===== src/rtl/hazard_ctrl.sv =====
// Stall/flush controller for the LC-3b 5-stage pipeline, with stale-fetch discard and memory watchdog.
// Optional performance counters are enabled by defining HAZARD_PERF_EN.
module hazard_ctrl #(
    parameter int unsigned REG_IDX_W   = 3,
    parameter int unsigned MEM_TIMEOUT = 1024,
    parameter int unsigned CNT_W       = 16
) (
    input  logic                 clk,
    input  logic                 reset,
    input  logic                 id_valid,
    input  logic [REG_IDX_W-1:0] id_sr1,
    input  logic [REG_IDX_W-1:0] id_sr2,
    input  logic                 id_sr1_used,
    input  logic                 id_sr2_used,
    input  logic                 exe_valid,
    input  logic                 exe_is_load,
    input  logic                 exe_writes_reg,
    input  logic [REG_IDX_W-1:0] exe_dest,
    input  logic                 imem_read,
    input  logic                 imem_resp,
    input  logic                 dmem_req,
    input  logic                 dmem_resp,
    input  logic                 br_taken_mem,
    output logic                 stall_if,
    output logic                 stall_if_id,
    output logic                 stall_id_exe,
    output logic                 stall_exe_mem,
    output logic                 stall_mem_wb,
    output logic                 flush_if_id,
    output logic                 flush_exe_mem,
    output logic                 bubble_id_exe,
`ifdef HAZARD_PERF_EN
    output logic [CNT_W-1:0]     perf_stall_cycles,
    output logic [CNT_W-1:0]     perf_bubbles,
    output logic [CNT_W-1:0]     perf_flushes,
`endif
    output logic                 mem_timeout
);

    typedef enum logic {
        RUN     = 1'b0,
        DISCARD = 1'b1
    } state_e;

    state_e            state_q, state_d;
    logic [CNT_W-1:0]  wd_cnt_q, wd_cnt_d;
    logic              timeout_q, timeout_d;

    logic dmem_wait, imem_wait, load_use;
    logic lu_bubble, br_redirect;

    assign dmem_wait = dmem_req & ~dmem_resp;
    assign imem_wait = imem_read & ~imem_resp;
    assign load_use  = exe_valid & exe_is_load & exe_writes_reg & id_valid &
                       ((id_sr1_used & (id_sr1 == exe_dest)) |
                        (id_sr2_used & (id_sr2 == exe_dest)));

    always_comb begin
        state_d       = state_q;
        stall_if      = 1'b0;
        stall_if_id   = 1'b0;
        stall_id_exe  = 1'b0;
        stall_exe_mem = 1'b0;
        stall_mem_wb  = 1'b0;
        flush_if_id   = 1'b0;
        flush_exe_mem = 1'b0;
        bubble_id_exe = 1'b0;
        lu_bubble     = 1'b0;
        br_redirect   = 1'b0;
        if (!reset) begin
            unique case (state_q)
                RUN: begin
                    if (dmem_wait) begin
                        stall_if      = 1'b1;
                        stall_if_id   = 1'b1;
                        stall_id_exe  = 1'b1;
                        stall_exe_mem = 1'b1;
                        stall_mem_wb  = 1'b1;
                    end else if (br_taken_mem) begin
                        br_redirect   = 1'b1;
                        flush_if_id   = 1'b1;
                        bubble_id_exe = 1'b1;
                        flush_exe_mem = 1'b1;
                        // Outstanding fetch is for the old path; drop it when it returns
                        if (imem_wait) state_d = DISCARD;
                    end else if (load_use) begin
                        lu_bubble     = 1'b1;
                        stall_if      = 1'b1;
                        stall_if_id   = 1'b1;
                        bubble_id_exe = 1'b1;
                    end else if (imem_wait) begin
                        stall_if      = 1'b1;
                        flush_if_id   = 1'b1;
                    end
                end
                DISCARD: begin
                    stall_if    = 1'b1;
                    flush_if_id = 1'b1;
                    if (dmem_wait) begin
                        stall_if_id   = 1'b1;
                        stall_id_exe  = 1'b1;
                        stall_exe_mem = 1'b1;
                        stall_mem_wb  = 1'b1;
                    end
                    if (imem_resp) state_d = RUN;
                end
                default: state_d = RUN;
            endcase
        end
    end

    always_comb begin
        wd_cnt_d = '0;
        if (dmem_wait | imem_wait)
            wd_cnt_d = (wd_cnt_q == '1) ? wd_cnt_q : wd_cnt_q + 1'b1;
        timeout_d = timeout_q | (32'(wd_cnt_d) >= MEM_TIMEOUT);
    end

    always_ff @(posedge clk or posedge reset) begin
        if (reset) begin
            state_q   <= RUN;
            wd_cnt_q  <= '0;
            timeout_q <= 1'b0;
        end else begin
            state_q   <= state_d;
            wd_cnt_q  <= wd_cnt_d;
            timeout_q <= timeout_d;
        end
    end

    assign mem_timeout = timeout_q;

`ifdef HAZARD_PERF_EN
    logic [CNT_W-1:0] perf_stall_q, perf_stall_d;
    logic [CNT_W-1:0] perf_bub_q, perf_bub_d;
    logic [CNT_W-1:0] perf_fl_q, perf_fl_d;

    always_comb begin
        perf_stall_d = perf_stall_q;
        perf_bub_d   = perf_bub_q;
        perf_fl_d    = perf_fl_q;
        if (stall_mem_wb && perf_stall_q != '1) perf_stall_d = perf_stall_q + 1'b1;
        if (lu_bubble    && perf_bub_q   != '1) perf_bub_d   = perf_bub_q + 1'b1;
        if (br_redirect  && perf_fl_q    != '1) perf_fl_d    = perf_fl_q + 1'b1;
    end

    always_ff @(posedge clk or posedge reset) begin
        if (reset) begin
            perf_stall_q <= '0;
            perf_bub_q   <= '0;
            perf_fl_q    <= '0;
        end else begin
            perf_stall_q <= perf_stall_d;
            perf_bub_q   <= perf_bub_d;
            perf_fl_q    <= perf_fl_d;
        end
    end

    assign perf_stall_cycles = perf_stall_q;
    assign perf_bubbles      = perf_bub_q;
    assign perf_flushes      = perf_fl_q;
`endif

endmodule


===== config.mk =====
export PLATFORM = sky130hd
export DESIGN_NAME = hazard_ctrl
export DESIGN_NICKNAME = d
export VERILOG_FILES = /design/src/rtl/hazard_ctrl.sv
export SDC_FILE = /design/constraint.sdc
export NUM_CORES = 1
export LEC_CHECK = 0
export ABC_AREA = 1
export BUFFER_PORTS_ARGS = -buffer_cell sky130_fd_sc_hd__buf_2
export CAP_MARGIN = 20
export CORE_MARGIN = 3
export CORE_UTILIZATION = 40
export DETAILED_ROUTE_END_ITERATION = 8
export HOLD_SLACK_MARGIN = 0.06
export SLEW_MARGIN = 20
export SYNTH_ARGS = -nofsm -noshare
export SYNTH_HDL_FRONTEND = slang
export SYNTH_SLANG_ARGS = --single-unit

===== constraint.sdc =====
create_clock -name clk -period 1.45 [get_ports clk]
set_clock_uncertainty 0.05 [all_clocks]
set_input_delay 0 -clock clk [delete_from_list [all_inputs] [get_ports clk]]
set_output_delay 0 -clock clk [all_outputs]
set_load 0.05 [all_outputs]

# After elaboration in Yosys (flattened, before gate mapping)
# Index checks and enable logic that the tools add are counted.
dict set report totals {
  ff_bits 18
  out_inout_bits 9
  elab_cells 54
}
dict set report classes {
  add_sub_neg 1
  n_lt_le_gt_ge 1
  eq_ne 3
  n_mux 32
  n_bitwise 14
}
# cell n
set op_table {}
lappend op_table {{two-way mux 16 bit} 2}
lappend op_table {{two-way mux 1 bit} 26}
lappend op_table {{adder 16 x 1 -> 16 bit, second input constant} 1}
lappend op_table {{== test 16 bit, second input constant} 1}
lappend op_table {{greater-or-equal comparator 16 x 11 -> 1 bit, second input constant} 1}
lappend op_table {{bitwise AND 1 bit} 8}
lappend op_table {{case mux 1 bit (2 select lines)} 4}
lappend op_table {{== test 3 bit} 2}
lappend op_table {{inverter 1 bit} 3}
lappend op_table {{bitwise OR 1 bit} 3}

# Depth between registers and ports, before layout
# Gate-level depths: netlist of run 1.
dict set report logic_depth {
  word_depth 9
  ltp_mapped 11
  ltp_nobuf 11
}

# Worst setup path before layout of run 1
# No wires, ideal clock.
dict set report synth_path {
  kind {register to register}
  startpoint {register wd_cnt_q[0]}
  endpoint {register timeout_q, in the netlist mem_timeout}
  setup_ns 0.119
  arrival_ns 1.280
  required_time_ns 1.281
  path_slack_ns 0.001
  path_stages_with_launch 12
  path_buffers 0
  synth_period_minus_slack_ns 1.449
  path_cell_list {dfrtp_1 ha_1 nand2_1 nor2_2 nand2_2 inv_2 nand2_4 nand3_1 nand2_1 nand2_1 nor2_1 nand2_1}
}
dict set report synth_via {
  elab_chain_len 5
}
# element line_no
set synth_lines {}
lappend synth_lines {{from (decl)} 46} ;# logic [CNT_W-1:0] wd_cnt_q, wd_cnt_d;
lappend synth_lines {{from (signal assigned)} 126} ;# wd_cnt_q <= wd_cnt_d;
lappend synth_lines {{adder 16 x 1 -> 16 bit or == test 16 bit (tied branches)} 115} ;# wd_cnt_d = (wd_cnt_q == '1) ? wd_cnt_q : wd_cnt_q + 1'b1;
lappend synth_lines {{two-way mux 16 bit (*)} 115}
lappend synth_lines {{two-way mux 16 bit (*)} 114} ;# if (dmem_wait | imem_wait)
lappend synth_lines {{greater-or-equal comparator 16 x 11 -> 1 bit (*)} 116} ;# timeout_d = timeout_q | (32'(wd_cnt_d) >= MEM_TIMEOUT);
lappend synth_lines {{bitwise OR 1 bit (*)} 116}
lappend synth_lines {{named net timeout_d} 47} ;# logic timeout_q, timeout_d;
lappend synth_lines {{to (signal assigned)} 127} ;# timeout_q <= timeout_d;
lappend synth_lines {{to (decl)} 47}
# The timed path passes the listed nets; every way through them passes the cells marked *.
# A chain may end at the register's enable or synchronous reset.

# Worst setup path in the final report of run 1
# Same ends and word-level chain as after synthesis.

==> results of run 1 <==
-- power by group through the flow --
stage	clock [mW]	combinational (mW)	sequential [mW]
global placement	0	0.204	0.529
CTS	0.261	0.210	0.520
detailed placement	0	0.203	0.529
finish	0.254	0.219	0.523
global route	0.281	0.245	0.525
floorplan	0	0.130	0.529
-- path summary, 6_finish.rpt --
path                                    from          end  slack, ns  depth (start not counted)
worst max-delay path             wd_cnt_q[0]  mem_timeout      -0.12                         10
worst min-delay path            br_taken_mem      state_q       0.08                          5
worst max register to register   wd_cnt_q[0]  mem_timeout      -0.12                         10
worst min register to register   mem_timeout  mem_timeout       0.50                          4
max in group asynchronous              reset  wd_cnt_q[8]       0.88                          4
min in group asynchronous              reset  wd_cnt_q[3]       0.33                          4
-- stage by stage --
step	hold slack, ns	std cells
CTS	0.07370	289
finish	0.07615	295
global route	0.1294	295
detailed placement	0.08644	283
global placement	0.1135	283
floorplan	-0.08586	198
-- cell families after synthesis --
kind of cell,count (synthesis),share of synthesized area [%]
flops,18,34.62
xor+xnor,7,4.712
buf+inv,40,12.21
compound gates,20,8.174
simple gates,112,39.33
fa+ha+maj,1,0.9614
-- layout make-up --
type                    count  area [µm²]
inverters                  37       141.4
fillers                   310        1299
flip-flops and latches     18       450.4
well taps                  44       55.05
multi-input cells         140       772.0
clock buffers               3       22.52
repair buffers             53       337.8
-- what timing repair did --
| action | CTS | global route |
|---|---|---|
| resized for setup | 2 | 23 |
| hold buffers | 3 | 0 |
| endpoints found under the hold margin | 19 | 0 |
| endpoints found under the setup margin | 6 | 19 |
| setup buffers | 0 | 6 |
| pin swaps | 2 | 11 |
-- worst min-delay path: cells and delay by family --
kind                   cells  cell delay (ns)
and+or+nand+nor            2             0.15
buffers and inverters      2             0.17
AOI/OAI and AO/OA          1             0.07
-- metal layers --
metal	GRT usage (%)	vias to the layer above
met5	0	-
li1	-	722
met3	3.417	4
met2	27.01	46
met4	4.683	0
met1	21.14	612
-- sequential cells by signal, indices dropped and copies added (netlist names) --
| signal | flops |
|---|---|
| wd_cnt_q | 16 |
| mem_timeout | 1 |
| state_q | 1 |
-- placed cells by master, fill, tap and decap left out, types with 2 or more instances in the layout --
cell type,synthesis,routed
nand4_1,6,6
nand2_4,1,4
clkbuf_4,0,4
inv_2,5,4
nand3_1,13,7
buf_4,2,22
dlygate4sd3_1,0,3
nand2_2,3,3
xnor2_1,6,6
nor2_1,26,24
o21ai_1,2,3
o21ai_0,6,5
nor2_2,7,7
nand3_2,1,7
a31oi_1,2,2
buf_2,1,27
nand2_1,50,47
nor2_4,1,3
dfrtp_1,18,18
a21oi_1,8,8
inv_1,32,32
==> results.json, run 1 <==
{
  "design_area_um2": 1779,
  "htree_levels": 1,
  "power_frac_comb_pct": 22.0,
  "wl_per_cell_um": 11.06,
  "worst_slack_ns": -0.1183,
  "cp_slowest_stage_delay_ns": 0.41,
  "synth-seq-cells": 18,
  "insertion_delay_ns": 0.29,
  "final-max-slew-violation-count": 0,
  "outcome": "finished with violations",
  "final.setup.tns_ns": -0.5600,
  "route.vias.total": 1384,
  "synth_top_area_share_pct": 34.62,
  "cts-root-buf": "clkbuf_4",
  "grt_pass1_vias": 1251,
  "antenna_found_initial": 0,
  "failed_checks": "setup timing",
  "timing.slew.headroom_pct": 77.32,
  "fin_crit_ns": 1.568,
  "start_util_pct": 42.28,
  "synthDistinctLibCells": 27,
  "rows": 20,
  "placed_area_um2": 1592,
  "final_layout_size_suffix_gt1_share_pct": 33.86,
  "worstPathArrival_ns": 1.72,
  "diodes": 0,
  "holdCritPathClass": "input port to flop",
  "synthTopCellsByCount": "50 x nand2_1, 32 x inv_1, 26 x nor2_1, 18 x dfrtp_1, 13 x nand3_1",
  "synthCells": 198,
  "nets": 276,
  "power.total_mw": 0.9956,
  "netSwitchingFraction_pct": 30.10,
  "seq_area_frac_synth_pct": 34.62,
  "grt_max_degree": 10,
  "critical_path_required_ns": 1.60,
  "dr.pass1.iters": 4,
  "syn-num-nets": 221,
  "wl_met1_um": 1428,
  "critPathKind": "flop to flop",
  "ir_drop_mv": 0.3850,
  "worst_pin_slew_ns": 0.3394,
  "area_growth_pct": 36.73,
  "cts_buffers": 3,
  "p_switching_mw": 0.2997,
  "worst-path-buf-inv": 0,
  "leakage_nw": 1.008,
  "ioPinCount": 31,
  "hold_viol_final": 0,
  "cp_top_family": "simple AND/OR/NAND/NOR gates",
  "crit_path_end_kind": "flop",
  "track_usage_pct": 16.26,
  "synth_warnings": 0,
  "drc": 0,
  "grt_pass1_wl_um": 5230,
  "io_buffers": 30,
  "cp_cell_sequence": "ha_4 -> nand2_4 -> nor2_4 -> nand2_4 -> nor2_4 -> nand3_2 -> nand3_2 -> nand2_1 -> nor2_1 -> nand2_1",
  "async_flop_share_pct": 100.0,
  "wl_met3_um": 199,
  "critPathMaxFanout": 3,
  "cts_sinks": 18,
  "gp_congestion": 0.8811,
  "top_layer": "met4",
  "die_h_um": 63.04,
  "post-route-util_pct": 57.80,
  "die_area_um2": 3973,
  "seq_power_share_pct": 52.5,
  "dp_worst_setup_slack_ns": -0.1252,
  "clk_pin_slew_ns": 0.10,
  "cts_tree": "done",
  "crit_path_start_kind": "flop",
  "viasPerCell": 4.692,
  "cts_max_path_buffers": 2,
  "yosysTopAreaCell": "dfrtp_1",
  "crit_slowest_cell": "dfrtp_1",
  "dp_hpwl_um": 2461,
  "yosys_most_used_dff": "dfrtp_1",
  "p_clk_share_pct": 25.5,
  "synth_area_um2": 1301,
  "p_int_mw": 0.6959,
  "initialDrtViolationCount": 28,
  "fmax_mhz": 637.6,
  "core-area_um2": 3078,
  "synth_edf_count": 0,
  "postSynthAreaPerCell_um2": 6.572,
  "yosysMostFrequentCell": "nand2_1",
  "grt_remaining_overflow": 0,
  "rsz0062_at_grt": "yes",
  "timing.final.crit_share_pct": 108.2,
  "routed_wl_um": 3262,
  "synth_area_leaders": "dfrtp_1 35%, nand2_1 14%, inv_1 9.2%, nor2_1 7.5%, nand3_1 5.0%",
  "cap_violations": 0,
  "setup_viol": 10,
  "postRouteAntennaNets": 0,
  "die_width_um": 63.04,
  "pwr_density_cell_nw_per_um2": 559.6,
  "met2WireLength_um": 1602
}
No activity file was read; power rests on OpenSTA's default activity.
==> run 2, diff against run 1 <==
==> constraint.sdc (replaced) <==
create_clock -name clk -period 1.45 [get_ports clk]
set_clock_uncertainty 0.05 [all_clocks]
set_input_delay 0.0725 -clock clk [delete_from_list [all_inputs] [get_ports clk]]
set_output_delay 0.0725 -clock clk [all_outputs]
set_load 0.05 [all_outputs]
==> run 2 against run 1 <==
Against the previous run:
- the run still ends with setup timing left
- total power is 9.7% higher
- sequential power about the same
- design area up 2.0%
- wire length fell by 1.3%
- sequential share of layout area is 0.42 points lower
==> results.json, run 2 (synthesized netlist as in run 1, its figures left out) <==
{
  "outcome": "finished with violations",
  "failed_checks": "setup timing",
  "diodes": 0,
  "largest_reg_flops": 16,
  "netSwitchingFraction_pct": 29.38,
  "final_common_cell": "nand2_1",
  "cts_sinks": 18,
  "grt_remaining_overflow": 0,
  "die_h_um": 63.04,
  "whs_ns": 0.1734,
  "critPathKind": "flop to flop",
  "postRouteAntennaNets": 0,
  "cts-root-buf": "clkbuf_4",
  "seq_power_share_pct": 47.6,
  "critical_path_required_ns": 1.60,
  "initialDrtViolationCount": 78,
  "insertion_delay_ns": 0.30,
  "worst_pin_slew_ns": 0.2492,
  "grt_max_degree": 13,
  "timing.final.crit_share_pct": 105.4,
  "worst_slack_ns": -0.07785,
  "clk_pin_slew_ns": 0.11,
  "setup_viol": 7,
  "nets": 277,
  "die_width_um": 63.04,
  "power_frac_comb_pct": 22.9,
  "grt_pass1_vias": 1230,
  "ioPinCount": 31,
  "route.vias.total": 1352,
  "die_area_um2": 3973,
  "holdCritPathClass": "input port to flop",
  "worstPathArrival_ns": 1.67,
  "grt_pass1_wl_um": 5292,
  "post-route-util_pct": 58.94,
  "wl_per_cell_um": 10.85,
  "crit_path_end_kind": "flop",
  "power.total_mw": 1.092,
  "cts_max_path_buffers": 2,
  "final-max-slew-violation-count": 0,
  "largest-register": "wd_cnt_q",
  "cp_cell_sequence": "ha_2 -> nand2_2 -> nor2_4 -> nand2_4 -> nor2_4 -> nand3_1 -> nand3_2 -> nand2_1 -> nor2_1 -> nand2_1",
  "fin_crit_ns": 1.528,
  "timing.slew.headroom_pct": 83.50,
  "crit_slowest_cell": "dfrtp_1",
  "dr.pass1.iters": 4,
  "p_clk_share_pct": 29.5,
  "regArea_um2": 451.7,
  "drc": 0,
  "hold_viol_final": 0,
  "p_int_mw": 0.7714,
  "rsz0062_at_grt": "yes",
  "critPathMaxFanout": 3,
  "multi_input_area_um2": 757.0,
  "start_util_pct": 42.28,
  "gp_congestion": 0.8416,
  "routed_wl_um": 3221,
  "track_usage_pct": 16.61,
  "fmax_mhz": 654.5,
  "p_switching_mw": 0.3209,
  "cts_tree": "done",
  "area_growth_pct": 39.42,
  "final_layout_size_suffix_gt1_share_pct": 34.78,
  "io_buffers": 30,
  "cts_buffers": 3,
  "core-area_um2": 3078,
  "dp_hpwl_um": 2396,
  "ir_drop_mv": 0.3874,
  "leakage_nw": 0.9887,
  "placed_cells": 284,
  "viasPerCell": 4.552,
  "cp_slowest_stage_delay_ns": 0.38,
  "antenna_found_initial": 0,
  "finalNonFillerCells": 297,
  "cap_violations": 0,
  "n_fill_cell": 291,
  "rows": 20,
  "crit_path_start_kind": "flop",
  "pwr_density_cell_nw_per_um2": 602.1,
  "mostFrequentLayoutCells": "46 x nand2_1, 31 x inv_1, 25 x nor2_1, 25 x buf_2, 19 x buf_4",
  "htree_levels": 1
}
[run 2: stage by stage]
| step | setup TNS (ns) | instance area [µm²] | setup slack, ns |
|---|---|---|---|
| 2_1_floorplan | -0.01640 | 1318 | -0.01640 |
| 3_3_place_gp | -0.1222 | 1615 | -0.06289 |
| 3_5_place_dp | -0.2014 | 1615 | -0.09418 |
| 4_1_cts | -0.1001 | 1737 | -0.07552 |
| 5_1_grt | -1.477 | 1814 | -0.2385 |
| 6_report | -0.2148 | 1814 | -0.07785 |
[run 2: area by class of cell]
| cell class | instances | share of cell area [%] |
|---|---|---|
| tap | 44 | 3.034 |
| multi-input combinational | 140 | 41.72 |
| clock buffer | 4 | 2.000 |
| inverter | 37 | 7.793 |
| timing repair buffer | 54 | 20.55 |
| sequential | 18 | 24.90 |
[run 2: layer usage]
metal / part of all wire [%] / vias to the layer above / GRT usage, % / routed length, µm
li1: - / 719 / - / -
met1: 49 / 592 / 22.96 / 1576
met2: 46 / 38 / 27.01 / 1488
met3: 4.6 / 3 / 2.518 / 149
met4: 0.25 / 0 / 4.132 / 8
met5: 0 / - / 0 / 0
[run 2: path summary, 6_finish.rpt]
path                                   start           end  slack [ns]  depth (start not counted)
worst max-delay path             wd_cnt_q[0]   mem_timeout       -0.08                         10
worst min-delay path            br_taken_mem       state_q        0.17                          5
worst max register to register   wd_cnt_q[0]   mem_timeout       -0.08                         10
worst min register to register   mem_timeout   mem_timeout        0.51                          4
max in group asynchronous              reset  wd_cnt_q[11]        0.74                          4
min in group asynchronous              reset       state_q        0.25                          3
[run 2: repair_timing]
action / in CTS / in global routing
resized for setup: 7 / 23
hold endpoints to repair: 19 / 0
endpoints found under the setup margin: 10 / 18
hold buffers: 6 / 0
setup buffers: 0 / 3
pin swaps: 2 / 6
[run 2: critical path, delay by kind of cell, from the launching register on]
family | cells | cell delay (ns)
adder cells (fa/ha/maj) | 1 | 0.21
flip-flops | 1 | 0.38
AND/OR/NAND/NOR | 9 | 0.78
[run 2: power by group through the flow]
stage               Sequential (mW)  Combinational, mW  Clock [mW]
global placement              0.529              0.209           0
global route                  0.522              0.275       0.352
floorplan                     0.529              0.134           0
CTS                           0.520              0.224       0.332
detailed placement            0.529              0.208           0
finish                        0.520              0.250       0.323
==> run 3, diff against run 2 <==
--- a/config.mk
+++ b/config.mk
@@ -10,6 +10,7 @@
 export CAP_MARGIN = 20
 export CORE_MARGIN = 3
 export CORE_UTILIZATION = 40
+export CTS_CLUSTER_DIAMETER = 50
 export DETAILED_ROUTE_END_ITERATION = 8
 export HOLD_SLACK_MARGIN = 0.06
 export SLEW_MARGIN = 20
==> constraint.sdc (replaced) <==
create_clock -name clk -period 1.3 [get_ports clk]
set_clock_uncertainty 0.05 [all_clocks]
set_input_delay 0.065 -clock clk [delete_from_list [all_inputs] [get_ports clk]]
set_output_delay 0.065 -clock clk [all_outputs]
set_load 0.05 [all_outputs]
==> run 3 against run 2 <==
Against the previous run:
- the flow still finishes with violations (setup timing)
- combinational power increased by 22%
- sequential cell count unchanged
- sequential share of layout area down 4.0 points
- via count is 7.5% higher
- wire length grew 15%
- sequential power grew 13%
- highest routed layer unchanged
==> results.json, run 3 (synthesized netlist as in run 1, its figures left out) <==
{
  "grt_pass1_wl_um": 5975,
  "nets": 294,
  "setup_viol": 22,
  "final-max-slew-violation-count": 0,
  "track_usage_pct": 18.72,
  "final_layout_size_suffix_gt1_share_pct": 50.93,
  "initialDrtViolationCount": 82,
  "ioPinCount": 31,
  "start_util_pct": 42.28,
  "ir_drop_mv": 0.2963,
  "final_common_cell": "nand2_1",
  "met2WireLength_um": 1820,
  "wl_per_cell_um": 11.81,
  "viasPerCell": 4.642,
  "regArea_um2": 451.7,
  "outcome": "finished with violations",
  "reg2reg_depth": 10,
  "die_width_um": 63.04,
  "rows": 20,
  "area_growth_pct": 66.25,
  "hold_viol_final": 0,
  "grt_pass1_vias": 1412,
  "worst_slack_ns": -0.2207,
  "die_area_um2": 3973,
  "pwr_density_cell_nw_per_um2": 546.1,
  "cts_tree": "done",
  "largest_reg_flops": 16,
  "critPathMaxFanout": 3,
  "grt_remaining_overflow": 0,
  "postRouteAntennaNets": 0,
  "rsz0062_at_grt": "yes",
  "cap_violations": 0,
  "dp_hpwl_um": 2564,
  "wl_met1_um": 1660,
  "cts_sinks": 18,
  "critical_path_required_ns": 1.45,
  "drc": 0,
  "cts_buffers": 3,
  "clk_pin_slew_ns": 0.11,
  "cts-root-buf": "clkbuf_4",
  "top_layer": "met4",
  "timing.slew.headroom_pct": 75.80,
  "route.vias.total": 1453,
  "largest-register": "wd_cnt_q",
  "holdCritPathClass": "input port to asynchronous set/reset pin",
  "critPathKind": "flop to flop",
  "dr.pass1.iters": 4,
  "mostFrequentLayoutCells": "37 x nand2_1, 31 x buf_4, 26 x inv_1, 25 x buf_2, 18 x nor2_1",
  "n_fill_cell": 246,
  "wl_met3_um": 139,
  "gp_congestion": 0.8404,
  "worstPathArrival_ns": 1.67,
  "multi_input_area_um2": 945.9,
  "insertion_delay_ns": 0.30,
  "timing.final.crit_share_pct": 117.0,
  "die_h_um": 63.04,
  "fin_crit_ns": 1.521,
  "crit_path_start_kind": "flop",
  "failed_checks": "setup timing",
  "core-area_um2": 3078,
  "whs_ns": 0.1111,
  "leakage_nw": 1.114,
  "antenna_found_initial": 0,
  "fmax_mhz": 657.6,
  "htree_levels": 1,
  "cts_max_path_buffers": 2,
  "diodes": 0,
  "crit_path_end_kind": "flop",
  "final.setup.tns_ns": -2.483,
  "worst_pin_slew_ns": 0.3617,
  "routed_wl_um": 3697,
  "io_buffers": 30,
  "grt_max_degree": 12
}
## run 3: cell types whose count changed in the layout (fill, tap and decap cells not counted), sizes merged
cell          change
inv               -1
dlygate4sd3       -4
clkinv            +1
clkbuf            -1
buf              +20
dlymetal6s4s      +1
## run 3: path summary, 6_finish.rpt
path,endpoint,slack (ns),from
max,mem_timeout,-0.22,wd_cnt_q[0]
min,wd_cnt_q[12],0.11,reset
max reg2reg,mem_timeout,-0.22,wd_cnt_q[0]
min reg2reg,mem_timeout,0.55,mem_timeout
max in group asynchronous,wd_cnt_q[2],0.90,reset
min in group clk,state_q,0.12,reset
## run 3: stage by stage
| step | util [%] | power, mW | worst slack (ns) | instance area [µm²] | std cells |
|---|---|---|---|---|---|
| after floorplan | - | 0.7441 | -0.09150 | 1329 | 198 |
| after global placement | 55.53 | 0.8329 | -0.1910 | 1709 | 295 |
| after detailed placement | 55.53 | 0.8344 | -0.2222 | 1709 | 295 |
| after CTS | 63.78 | 1.160 | -0.2088 | 1963 | 307 |
| after global routing | 70.28 | 1.242 | -0.3605 | 2163 | 313 |
| final | 70.28 | 1.181 | -0.2207 | 2163 | 313 |
## run 3: power by group
part	total, mW	switching (mW)	internal, mW
clock network	0.291	0.183	0.108
logic	0.305	0.178	0.127
registers	0.585	0.0140	0.571
## run 3: critical path, cell delays in order (launching register included)
cell     delay (ns)
dfrtp_1        0.41
ha_4           0.17
nand2_4        0.05
nor2_4         0.14
nand2_4        0.08
nor2_4         0.13
nand3_2        0.09
nand3_2        0.08
nand2_2        0.06
nor2_2         0.10
nand2_1        0.05
## run 3: cell type report
cell class / instances / share of cell area, %
Tap cell: 44 / 2.545
Sequential cell: 18 / 20.88
Timing Repair Buffer: 71 / 24.70
Clock buffer: 3 / 1.041
Multi-Input combinational cell: 140 / 43.72
Inverter: 37 / 7.114
## run 3: routing by layer
metal	GRT usage, %	up-vias
li1	-	758
met5	0	-
met4	5.234	0
met2	31.75	36
met1	24.38	651
met3	3.058	8
## run 3: what timing repair did
action	CTS	global route
buffers inserted	6	6
endpoints found under the hold margin	19	0
hold buffers	3	0
pin swaps	11	18
endpoints found under the setup margin	21	22
gates resized for setup	41	40
